### src/rtl/pattern_scheduler.sv
// Chooses the active test pattern and commits changes only on frame boundaries
// (falling edge of vsync). Supports manual stepping, auto-cycling, freeze and a sync watchdog.
module pattern_scheduler #(
  parameter int          PATTERN_NUM = 8,
  parameter int          PAT_W       = 4,
  parameter int          HOLD_FRAMES = 60,
  parameter logic [21:0] TIMEOUT     = 22'd4000000
) (
  input  logic             iclk,
  input  logic             irst,
  input  logic             ivsync,
  input  logic             ide,
  input  logic             inext,
  input  logic             iprev,
  input  logic             iauto_en,
  input  logic             ifreeze,
  output logic [PAT_W-1:0] opattern_id,
  output logic             ochange,
  output logic [7:0]       oframe_cnt,
  output logic             osync_ok,
  output logic             ode_err
);

  typedef enum logic [1:0] {SYNC = 2'd0, RUN = 2'd1, FREEZE = 2'd2} state_t;

  localparam logic [PAT_W-1:0] LAST_ID   = PAT_W'(PATTERN_NUM - 1);
  localparam logic [31:0]      HOLD_LAST = 32'(HOLD_FRAMES - 1);

  state_t           state_reg, state_next;
  logic             vs_d_reg;
  logic [PAT_W-1:0] id_reg, id_next;
  logic             change_reg, change_next;
  logic [7:0]       cnt_reg, cnt_next;
  logic             de_err_reg, de_err_next;
  logic             nxt_flag_reg, nxt_flag_next;
  logic             prv_flag_reg, prv_flag_next;
  logic [21:0]      wd_reg, wd_next;

  logic             fb;
  logic [PAT_W-1:0] id_inc, id_dec;
  logic [7:0]       cnt_inc;
  logic             wd_expired;

  assign fb         = vs_d_reg & ~ivsync;
  assign id_inc     = (id_reg == LAST_ID) ? '0 : id_reg + 1'b1;
  assign id_dec     = (id_reg == '0) ? LAST_ID : id_reg - 1'b1;
  assign cnt_inc    = (cnt_reg == 8'hFF) ? cnt_reg : cnt_reg + 8'd1;
  assign wd_expired = (wd_reg == TIMEOUT - 22'd1);

  always_ff @(posedge iclk or posedge irst) begin
    if (irst) begin
      state_reg    <= SYNC;
      vs_d_reg     <= 1'b0;
      id_reg       <= '0;
      change_reg   <= 1'b0;
      cnt_reg      <= 8'd0;
      de_err_reg   <= 1'b0;
      nxt_flag_reg <= 1'b0;
      prv_flag_reg <= 1'b0;
      wd_reg       <= 22'd0;
    end else begin
      state_reg    <= state_next;
      vs_d_reg     <= ivsync;
      id_reg       <= id_next;
      change_reg   <= change_next;
      cnt_reg      <= cnt_next;
      de_err_reg   <= de_err_next;
      nxt_flag_reg <= nxt_flag_next;
      prv_flag_reg <= prv_flag_next;
      wd_reg       <= wd_next;
    end
  end

  always_comb begin
    state_next  = state_reg;
    id_next     = id_reg;
    change_next = 1'b0;
    cnt_next    = cnt_reg;
    de_err_next = de_err_reg | (fb & ide);
    wd_next     = (fb || wd_expired) ? 22'd0 : wd_reg + 22'd1;
    // A press coincident with a boundary is kept for the following frame.
    nxt_flag_next = fb ? inext : (nxt_flag_reg | inext);
    prv_flag_next = fb ? iprev : (prv_flag_reg | iprev);

    case (state_reg)
      SYNC: begin
        if (fb) state_next = RUN;
      end
      RUN: begin
        if (fb) begin
          if (nxt_flag_reg ^ prv_flag_reg) begin
            id_next     = nxt_flag_reg ? id_inc : id_dec;
            cnt_next    = 8'd0;
            change_next = 1'b1;
          end else if (iauto_en && (32'(cnt_reg) == HOLD_LAST)) begin
            id_next     = id_inc;
            cnt_next    = 8'd0;
            change_next = 1'b1;
          end else begin
            cnt_next = cnt_inc;
          end
        end
        if (ifreeze) state_next = FREEZE;
        if (!fb && wd_expired) state_next = SYNC;
      end
      FREEZE: begin
        nxt_flag_next = 1'b0;
        prv_flag_next = 1'b0;
        if (fb) cnt_next = cnt_inc;
        if (!ifreeze) state_next = RUN;
        if (!fb && wd_expired) state_next = SYNC;
      end
      default: state_next = SYNC;
    endcase
  end

  assign opattern_id = id_reg;
  assign ochange     = change_reg;
  assign oframe_cnt  = cnt_reg;
  assign osync_ok    = (state_reg != SYNC);
  assign ode_err     = de_err_reg;

endmodule
### config.mk
export PLATFORM = sky130hd
export DESIGN_NAME = pattern_scheduler
export DESIGN_NICKNAME = d
export VERILOG_FILES = /design/src/rtl/pattern_scheduler.sv
export SDC_FILE = /design/constraint.sdc
export NUM_CORES = 1
export LEC_CHECK = 0
export CORE_ASPECT_RATIO = 0.8
export CORE_MARGIN = 2
export CORE_UTILIZATION = 50
export CTS_CLUSTER_DIAMETER = 40
export DETAILED_ROUTE_END_ITERATION = 8
export GPL_ROUTABILITY_DRIVEN = 1
export PLACE_DENSITY = 0.74
export SYNTH_ARGS = -nofsm -noshare
export SYNTH_HDL_FRONTEND = slang
export SYNTH_SLANG_ARGS = --single-unit
### constraint.sdc
create_clock -name iclk -period 1.7 [get_ports iclk]
set_input_delay 0.51 -clock iclk [delete_from_list [all_inputs] [get_ports iclk]]
set_output_delay 0.51 -clock iclk [all_outputs]
set_load 0.03 [all_outputs]
[Word level (Yosys, flattened, before mapping)]
Index checks and enable logic that the tools add are counted.
Storage, ports and cells
  bits in registers: 41
  input bits: 8
  output and inout bits: 15
  word-level logic and storage cells: 69
Operators by class
  $add $sub $neg: 4
  eq/ne operators: 11
  mux-type cells: 26
  bitwise logic cells: 7
  reduce and logical (&&, ||, !) cells: 12
Operators with widths (count)
  8-bit 2-to-1 mux: 5
  22-bit by 1-bit adder with 22-bit output (second input constant): 1
  22-bit equality test (second input constant): 1
  22-bit 2-to-1 mux: 1
  4-bit 2-to-1 mux: 5
  8-bit one-hot mux with 2 select lines: 1
  2-bit 2-to-1 mux: 5
  3-bit AND reduction: 3
  8-bit by 1-bit adder with 8-bit output (second input constant): 1
  8-bit by 6-bit equality test with 1-bit output (second input constant): 1
  8-bit equality test (second input constant): 1
  1-bit 2-to-1 mux: 8
  2-bit inequality test (second input constant): 3
  3-bit inequality test (second input constant): 2
  2-bit one-hot mux with 3 select lines: 1
  2-bit nonzero test: 3
  4-bit by 1-bit adder with 4-bit output (second input constant): 1
  4-bit by 3-bit equality test with 1-bit output (second input constant): 1
  4-bit logical NOT: 1
  4-bit by 1-bit subtractor with 4-bit output (second input constant): 1
  1-bit bitwise OR: 3
  1-bit bitwise AND: 2
  2-bit by 1-bit equality test with 1-bit output (second input constant): 1
  2-bit equality test (second input constant): 1
  6 further kinds: 7

[Depth between registers and ports, before layout]
  word-level depth: 6
  depth in mapped cells: 6
  depth with buffers taken out: 6

[Worst setup path after synthesis]
No wires, ideal clock.
  path kind: reg-to-reg
  start point: reg cnt_reg[0] (netlist: oframe_cnt[0])
  end point: reg cnt_reg[5] (netlist: oframe_cnt[5])
  setup time: 0.077 ns
  arrival: 1.823 ns
  required time: 1.623 ns
  slack: -0.201 ns
  cell stages (with the launch flop): 6
  path buffers: 0
  clock period less this slack: 1.901 ns
  cell sequence: dfrtp_1 > ha_1 > and3_1 > a311o_1 > or3_1 > a21oi_1
Between the ends
  word-level cells in the longest chain between the ends: 6
  elaborated cells on any way between the ends: 10
  those cells by class: add/sub (1); eq/ne (2); mux (6); reduce/logical (1)
Ends and longest elaborated chain
  start: declaration: line 33  | logic [7:0] cnt_reg, cnt_next;
  start signal: assignment: line 66  | cnt_reg <= cnt_next;
  8-bit by 1-bit adder with 8-bit output (tied with other cells): line 47  | assign cnt_inc = (cnt_reg == 8'hFF) ? cnt_reg : cnt_reg + 8'd1;
  8-bit 2-to-1 mux or 1-bit logical AND (tied branches): line 47, 95
  8-bit 2-to-1 mux: line 95  | end else if (iauto_en && (32'(cnt_reg) == HOLD_LAST)) begin
  8-bit 2-to-1 mux: line 91  | if (nxt_flag_reg ^ prv_flag_reg) begin
  8-bit 2-to-1 mux: line 90  | if (fb) begin
  8-bit one-hot mux with 2 select lines (*): line 85  | case (state_reg)
Mark *: on every way between the ends. The rest lies on a longest branch, timed or not. The select of a mux whose other input is x is not followed.
A chain may end at the register's enable or synchronous reset.

[Worst setup path in the final report]
  start point: reg state_reg[1]
  end point: out osync_ok
Between the ends
  word-level cells in the longest chain between the ends: 1
Ends and longest elaborated chain
  start: declaration: line 29  | state_t state_reg, state_next;
  start signal: assignment: line 62  | state_reg <= state_next;
  2-bit nonzero test: line 120  | assign osync_ok = (state_reg != SYNC);
  end: declaration: line 20  | output logic osync_ok,
Every way passes these cells.

==> flow_metrics.env <==
export IMPL_pwr_share_comb_pct=42.7
export IMPL_io_buffers=22
export IMPL_synth_most_common_cell="dfrtp_1"
export IMPL_placementRows=21
export IMPL_reg2reg_depth=5
export IMPL_crit_slowest_cell="dfrtp_1"
export IMPL_internal_power_mw=2.311
export IMPL_yosysSeqAreaShare_pct=45.84
export IMPL_grt_pass1_vias=1902
export IMPL_power_switching_mw=1.347
export IMPL_fp_dieW_um=78.81
export IMPL_dp_cells=341
export IMPL_wirelength_mm=5.192
export IMPL_status="finished clean"
export IMPL_syn_inst=233
export IMPL_cts_path_max_buffers=2
export IMPL_total_power_mw=3.658
export IMPL_synth_area_leaders="dfrtp_1 (46%), xor2_1 (5.5%), a21oi_1 (3.6%)"
export IMPL_arrival_ns=1.16
export IMPL_drv_cap=0
export IMPL_post_route_period_util_pct=98.44
export IMPL_relSlewSlack_pct=64.22
export IMPL_maxSlewViolCount=0
export IMPL_synthArstFlopShare_pct=100.0
export IMPL_worstSkewPairLatency_ns=0.29
export IMPL_ys_flop_type="dfrtp_1"
export IMPL_grt_pass1_wl_mm=8.625
export IMPL_route_detailed_drc=0
export IMPL_power_density_nw_per_um2=1201
export IMPL_cp_num_buf_inv=1
export IMPL_cts_tree="built"
export IMPL_clkSinkCount=41
export IMPL_avgSynthCellArea_um2=9.607
export IMPL_max_slew_worst_pin_slew_ns=0.5357
export IMPL_antenna_cells=0
export IMPL_hp_class="input port to flop"
export IMPL_drt_iter0_markers=148
export IMPL_dieHeight_um=63.85
export IMPL_cts_buffers=5
export IMPL_synth_common_cells="dfrtp_1 (41), nor2_1 (21), a21oi_1 (16)"
export IMPL_pwr_share_clk_pct=22.7
export IMPL_clockRootBuffer="clkbuf_8"
export IMPL_worst_setup_path_end_kind="output pin"
export IMPL_place_gp_congestion=0.8523
export IMPL_die_area_um2=5031
export IMPL_fin_nets=307
export IMPL_fin_cells=353
export IMPL_grt_start_max_net_pins=42
export IMPL_crit_chain="or2_2, clkbuf_4"
export IMPL_vias=2002
export IMPL_syn_area_um2=2238
export IMPL_drtPass1Iterations=4
export IMPL_skew_ns=0.009513
export IMPL_r2r_start="oframe_cnt[0]"
export IMPL_h_tree_depth=2
export IMPL_worstSetupPathType="flop to output pin"
export IMPL_hold_depth=1
export IMPL_grt_ovfl_total=0
export IMPL_largest_register_ffs=22
export IMPL_min_period_ns=1.673
export IMPL_clk_pin_slew_ns=0.07
export IMPL_drive_above_1_share_pct=29.39
export IMPL_ant_nets=0
export IMPL_initial_utilization_pct=52.91
export IMPL_seqPwrFrac_pct=34.7
export IMPL_min_to="vs_d_reg"
export IMPL_ys_warn_count=0
export IMPL_num_io_pins=23
export IMPL_synth_nets=245
export IMPL_synth_edf_count=0
export IMPL_via_per_inst=5.671
export IMPL_path_max_fanout=2
export IMPL_yosysUniqueCellTypes=45
export IMPL_worstHoldStart="ivsync"
export IMPL_cpPeakStageDelay_ns=0.38
export IMPL_power_switching_share_pct=36.82
export IMPL_cts_hold_fix_buffers=0
export IMPL_dp_hpwl_mm=3.496
export IMPL_cp_start_kind="flop"
export IMPL_fmax_ghz=0.5976
export IMPL_area_delta_synth_final_pct=36.11
export IMPL_hold_viol=0
export IMPL_setup_viol=0
export IMPL_synth_top_area_share_pct=45.84
export IMPL_required_ns=1.19
export IMPL_grt_usage_pct=21.50
export IMPL_grt_antenna_before_repair=0
export IMPL_core_area_um2=4230
export IMPL_rr_endpoint="oframe_cnt[5]"
export IMPL_ys_ff_latch=41
export IMPL_drt_wirelength_per_cell_um=14.71
export IMPL_rrSetupSlack_ns=0.05
export IMPL_rsz0062_at_grt="yes"
export IMPL_hold_slack_ns=0.3995
export IMPL_yosysTopAreaCell="dfrtp_1"
export IMPL_vdd_drop_max_mv=1.021
export IMPL_p_leak_nw=1.349
export IMPL_crit_family="flip-flops"
-- timing repair --
action	CTS	global route
pin swaps	1	5
resized for setup	23	30
endpoints found under the setup margin	27	34
buffers inserted	0	4
-- stage by stage --
stage                 TNS, ns  instance area, um^2  setup WS, ns  utilization (%)
detailed placement     -7.578                 2803       -0.3920            66.25
global route         -0.01698                 3047     -0.007613            72.02
floorplan           -0.003932                 2257     -0.003932                -
finish                      0                 3047       0.02653            72.02
global placement       -6.380                 2803       -0.3331            66.25
CTS                  -0.08288                 2927      -0.08288            69.18
-- routing by layer --
layer	track usage (%)	vias to the layer above	share of wire (%)
met1	31.31	984	49
met4	5.921	0	1.2
met3	4.520	9	3.9
met5	0	-	0
met2	32.59	41	46
li1	-	968	-
-- layout make-up --
class	instances	area (um^2)
repair buffers	65	560.5
clock buffers	6	82.58
well taps	57	71.32
clock inverters	2	37.54
inverters	8	30.03
multi-input cells	174	1232
flip-flops and latches	41	1032
fillers	324	1184
-- how the worst max path moves through the flow --
| stage | start | endpoint | depth (start not counted) |
|---|---|---|---|
| after floorplan | oframe_cnt[5] | oframe_cnt[5] | 5 |
| after global placement | ivsync | oframe_cnt[5] | 5 |
| after detailed placement | ivsync | oframe_cnt[5] | 5 |
| after CTS | state_reg[1] | osync_ok | 2 |
| after global routing | oframe_cnt[0] | oframe_cnt[3] | 5 |
| final | state_reg[1] | osync_ok | 2 |
-- power by group through the flow --
stage	Clock (mW)	Sequential [mW]	Combinational [mW]
floorplan	0	1.47	0.693
global placement	0	1.28	1.44
detailed placement	0	1.29	1.46
CTS	0.844	1.27	1.42
global route	0.879	1.29	1.70
finish	0.829	1.27	1.56
-- kinds of logic (layout without fill, tap and decap cells) --
kind of cell | after synthesis | count (layout) | share of synthesized area (%)
xor gates and xnor gates | 17 | 17 | 6.652
adders and majority gates | 4 | 4 | 2.236
muxes | 2 | 2 | 0.9502
buffers and inverters | 18 | 81 | 4.192
AOI/OAI and AO/OA | 49 | 49 | 14.76
and+or+nand+nor | 102 | 102 | 25.38
DFF | 41 | 41 | 45.84
-- placed cells by master, fill, tap and decap left out, types with 7 or more instances in the layout --
cell           count
inv_1              7
a21oi_1           11
nand2_1           12
nor2_1            21
dlygate4sd2_1     12
nand4_1            8
buf_4             39
o21ai_0           11
nand3_1           12
dfrtp_1           36
xor2_1            14
(Power assumes the default switching activity.)
